**config.mk**
```make
export PLATFORM = sky130hd
export DESIGN_NAME = pts_converter
export DESIGN_NICKNAME = d
export VERILOG_FILES = /design/src/rtl/pts_converter.sv
export SDC_FILE = /design/constraint.sdc
export NUM_CORES = 1
export LEC_CHECK = 0
export ABC_AREA = 1
export ABC_CLOCK_PERIOD_IN_PS = 1250
export BUFFER_PORTS_ARGS = -buffer_cell sky130_fd_sc_hd__buf_2
export CORE_MARGIN = 10
export CORE_UTILIZATION = 35
export DETAILED_ROUTE_END_ITERATION = 6
export HOLD_SLACK_MARGIN = 0.02
export SLEW_MARGIN = 25
export SYNTH_ARGS = -nofsm -noshare
export SYNTH_HDL_FRONTEND = slang
export SYNTH_SLANG_ARGS = --single-unit
```
**constraint.sdc**
```tcl
create_clock -name clk -period 1.25 [get_ports clk]
set_input_delay 0.25 -clock clk [delete_from_list [all_inputs] [get_ports clk]]
set_output_delay 0.25 -clock clk [all_outputs]
set_load 0.1 [all_outputs]
```
**src/rtl/pts_converter.sv**
```systemverilog
// -----------------------------------------------------------------------------
// pts_converter
//
// Parallel-to-serial converter. A one-cycle start strobe (en) launches a
// 16-byte frame: four 32-bit words presented on d0..d3 are sampled one every
// four cycles and emitted byte by byte on data_out (d0 first, d3 last). While
// idle, data_out simply registers the bypass byte data_in.
//
// Ports
//   clk         in   1  rising-edge clock for all state
//   rst         in   1  synchronous active-high reset, highest priority
//   en          in   1  start-of-frame strobe, honoured only while idle
//   d0..d3      in   8  parallel word, d0 is the first byte out
//   data_in     in   8  bypass byte, passed to data_out while idle
//   data_out    out  8  registered serial byte stream
//   dbg_state_o out  1  current FSM state (1 = BUSY), for observation only
//
// Handshake: there is no back-pressure. en is a single-edge request sampled
// only in IDLE; once accepted the frame runs for exactly 16 edges and the
// word inputs must be valid at the sampling edges (k+1, k+5, k+9, k+13 for
// an en accepted at edge k). No ready/ack is returned.
// -----------------------------------------------------------------------------
module pts_converter (
  input  logic       clk,
  input  logic       rst,
  input  logic       en,
  input  logic [7:0] d0,
  input  logic [7:0] d1,
  input  logic [7:0] d2,
  input  logic [7:0] d3,
  input  logic [7:0] data_in,
  output logic [7:0] data_out,
  output logic       dbg_state_o
);

  typedef enum logic {
    IDLE = 1'b0,
    BUSY = 1'b1
  } state_e;

  state_e      state_q, state_d;
  logic [3:0]  cnt_q,   cnt_d;
  logic [23:0] hold_q,  hold_d;
  logic [7:0]  dout_q,  dout_d;

  // State and datapath registers. Reset wins over everything, including a
  // frame in progress, so an aborted frame emits no further bytes.
  always_ff @(posedge clk) begin
    if (rst) begin
      state_q <= IDLE;
      cnt_q   <= 4'd0;
      hold_q  <= 24'd0;
      dout_q  <= 8'h00;
    end else begin
      state_q <= state_d;
      cnt_q   <= cnt_d;
      hold_q  <= hold_d;
      dout_q  <= dout_d;
    end
  end

  always_comb begin
    state_d = state_q;
    cnt_d   = cnt_q;
    hold_d  = hold_q;
    dout_d  = dout_q;

    unique case (state_q)
      IDLE: begin
        // Bypass is active on every idle edge, including the start edge.
        dout_d = data_in;
        if (en) begin
          state_d = BUSY;
          cnt_d   = 4'd0;
        end
      end

      BUSY: begin
        // cnt wraps 15 -> 0 on the final edge, so IDLE always holds cnt=0.
        cnt_d = cnt_q + 4'd1;
        if (cnt_q[1:0] == 2'd0) begin
          // Word boundary: emit d0 now, park d1..d3 for the next three edges.
          dout_d = d0;
          hold_d = {d1, d2, d3};
        end else begin
          dout_d = hold_q[23:16];
          hold_d = {hold_q[15:0], 8'h00};
        end
        // en is deliberately not examined here: no restart, no queueing.
        if (cnt_q == 4'd15) begin
          state_d = IDLE;
        end
      end

      default: begin
        state_d = IDLE;
      end
    endcase
  end

  assign data_out    = dout_q;
  assign dbg_state_o = (state_q == BUSY);

endmodule

```
==> results.md <==
* Status: completed
* Vias/cell at 4.35
* Post-DP HPWL at 3.37 mm
* Max Root-Sink Buffers at 2
* DRT iter0 DRCs at 130
* Unique masters post-synth at 17
* CTS root buf: clkbuf_8
* Slowest stage delay, CP at 0.31 ns
* Worst Tran Pin Value at 0.274 ns
* CP Max Fanout at 12
* Worst-path clk slew at 0.07 ns
* DP Worst Slack at -0.0304 ns
* CP Buf/Inv Count at 3
* Die area at 8400 um2
* Via count at 1,744
* Critical Path AT at 1.37 ns
* Pwr dens at 1310 nW/um2
* R2R Setup Slk at 0.11 ns
* Site row count at 26
* Layout Utilization at 47.8%
* RSZ-0062 raised after global routing: true
* Vias in the first global route at 1,763
* Smallest setup slack after layout at 0.109 ns
* Most frequent CP cell: nand2_1
* Leak at 1.25 nW
* Critical-path top delay cell: dfxtp_1
* Fillers at 544
* Cell count after synthesis at 278
* Layout cell share with drive strength beyond 1 at 24.2%
* Worst VDD drop at 0.958 mV
* Die Wd at 91.7 um
* Finished Layout Cells at 401
* Area Growth Syn to Fin at 34.2%
* Die span in y at 91.7 um
* Routability Congestion at 0.760
* Tot GR Track Use at 11.2%
* Diodes inserted at 0
* Final setup fails at 0
* DR pass1 iterations at 4
* Synthesized Nets at 323
* WL/cell at 11.1 um
* Seq/Total Area, Yosys at 41.2%
* Layout Skew at 0.00648 ns
* Inst Count DP at 392
* Initial antenna violation count at 0
* Crit end category: flop
* CP cell instances: inv_1 > ha_4 > buf_12 > nand2_1 > inv_2 > nand2_1 > a21oi_2
* Multi-input logic area at 831 um2
* Delay-heaviest family, CP: buffers and inverters
* Starting Density at 35.6%
* Clock Sinks at 37
* IO Count at 52
* GR Overflow Total at 0
* Core box area at 5040 um2
* WS Path Type: reg -> reg
* Pin count of the biggest net entering global routing at 30
* Post-route cell area at 2410 um2
* Post-synthesis cell area at 1800 um2
* Setup crit start kind: flop
* CTS tree: done
* H-tree depth at 2
* Post-DRT Antenna Nets at 0
* Synth Register Bits at 37
* Shortest period the worst path allows at 1.14 ns
* Min-Delay Path Class: in -> reg
* First-pass GRT wire length at 7.80 mm
* Max Fclk at 876 MHz
* FF+latch area at 744 um2
* Maxcap violations at 0
* Area post-placement at 2250 um2
* Worst Path Required at 1.48 ns
* DRT Wirelength at 4.44 mm
* Clock Latency Late Sink at 0.29 ns
* Fin nets at 375
* # DRC at 0
* Yosys warning count at 0
* Slew Viols, Final at 0
* Average size of a mapped cell at 6.46 um2
* Relative slew slack at 81.7%
* # port buffers at 51
* Final hold viol count at 0
* CTS Buf Count at 5
* Final Cycle Share at 91.3%
-- cells in the mapped netlist --
cell | count | area share [%]
a21oi_1 | 12 | 3.3
a31oi_2 | 1 | 0.70
buf_2 | 5 | 1.4
buf_4 | 8 | 3.3
buf_6 | 3 | 1.9
dfxtp_1 | 37 | 41
ha_1 | 2 | 1.4
inv_1 | 30 | 6.3
inv_2 | 2 | 0.42
inv_4 | 1 | 0.35
nand2_1 | 95 | 20
nand2_2 | 2 | 0.70
nand2_4 | 1 | 0.63
nand3_1 | 25 | 7.0
nor2_1 | 51 | 11
o21ai_0 | 2 | 0.56
or2_0 | 1 | 0.35
-- worst min-delay path, stage by stage --
cell	delay [ns]
buf_2	0.09
nand2_1	0.05
a21oi_1	0.05
-- path summary, 6_finish.rpt --
| check | start | end | cells after the start |
|---|---|---|---|
| setup / recovery | cnt_q[1]$_SDFFE_PP0P_ | hold_q[7]$_SDFFE_PP0P_ | 7 |
| hold / removal | d3[6] | hold_q[6]$_SDFFE_PP0P_ | 3 |
| setup reg to reg | cnt_q[1]$_SDFFE_PP0P_ | hold_q[7]$_SDFFE_PP0P_ | 7 |
| hold reg to reg | hold_q[6]$_SDFFE_PP0P_ | hold_q[6]$_SDFFE_PP0P_ | 2 |
-- logic make-up (layout without fill, tap and decap cells) --
family | Yosys count | after routing | share of synthesized area (%)
buffers and inverters | 49 | 102 | 13.6
flip-flops | 37 | 37 | 41.2
adder cells (fa/ha/maj) | 2 | 2 | 1.39
AND/OR/NAND/NOR | 175 | 175 | 39.1
AO/OA/AOI/OAI | 15 | 15 | 4.60
-- registers in the layout, summed over array words and instances, names as in the netlist --
| name | count |
|---|---|
| data_out | 8 |
| hold_q | 24 |
| dbg_state_o | 1 |
| cnt_q | 4 |
-- repair_timing --
action                     CTS  global route
hold buffers                 0             0
setup endpoints to repair    9            16
resized for setup            1             3
buffers inserted             1             0
pin swaps                    0             1
-- power breakdown --
group	switching [W]	internal (W)	total, W
registers	0.0000508	0.00126	0.00132
clock network	0.000436	0.000650	0.00109
logic	0.000457	0.000305	0.000762
-- metal layers --
metal  global-route usage, %  routed length [um]  share of wire (%)
met3                    3.50                 264                5.9
met2                    18.9                2020                 45
met4                    5.09                  71                1.6
met5                       0                   0                  0
met1                    12.6                2090                 47
-- placed cells by master (no fill, tap or decap) --
| cell | instances |
|---|---|
| a21oi_1 | 10 |
| a21oi_2 | 2 |
| a31oi_2 | 1 |
| buf_12 | 12 |
| buf_2 | 42 |
| buf_4 | 7 |
| bufinv_16 | 1 |
| clkbuf_8 | 6 |
| dfxtp_1 | 36 |
| dfxtp_4 | 1 |
| ha_1 | 1 |
| ha_4 | 1 |
| inv_1 | 30 |
| inv_2 | 2 |
| inv_4 | 2 |
| nand2_1 | 95 |
| nand2_2 | 2 |
| nand2_4 | 1 |
| nand3_1 | 25 |
| nor2_1 | 51 |
| o21ai_0 | 2 |
| or2_0 | 1 |
-- final cells by class --
type,count,share of cell area [%]
inverter,33,5.24
multi-input combinational,192,34.5
clock buffer,6,3.43
clock inverter,2,1.50
timing repair buffer,61,20.9
tap,70,3.63
sequential,37,30.9
-- metrics by stage --
stage	total power [W]	hold WS [ns]	setup TNS, ns
final	0.00316	0.196	0
after global routing	0.00333	0.210	-0.00438
after CTS	0.00320	0.190	0
after detailed placement	0.00209	0.456	-0.0533
after global placement	0.00208	0.457	0
after floorplan	0.00184	0.393	0
Note: power is estimated with default switching activity, not from simulation.
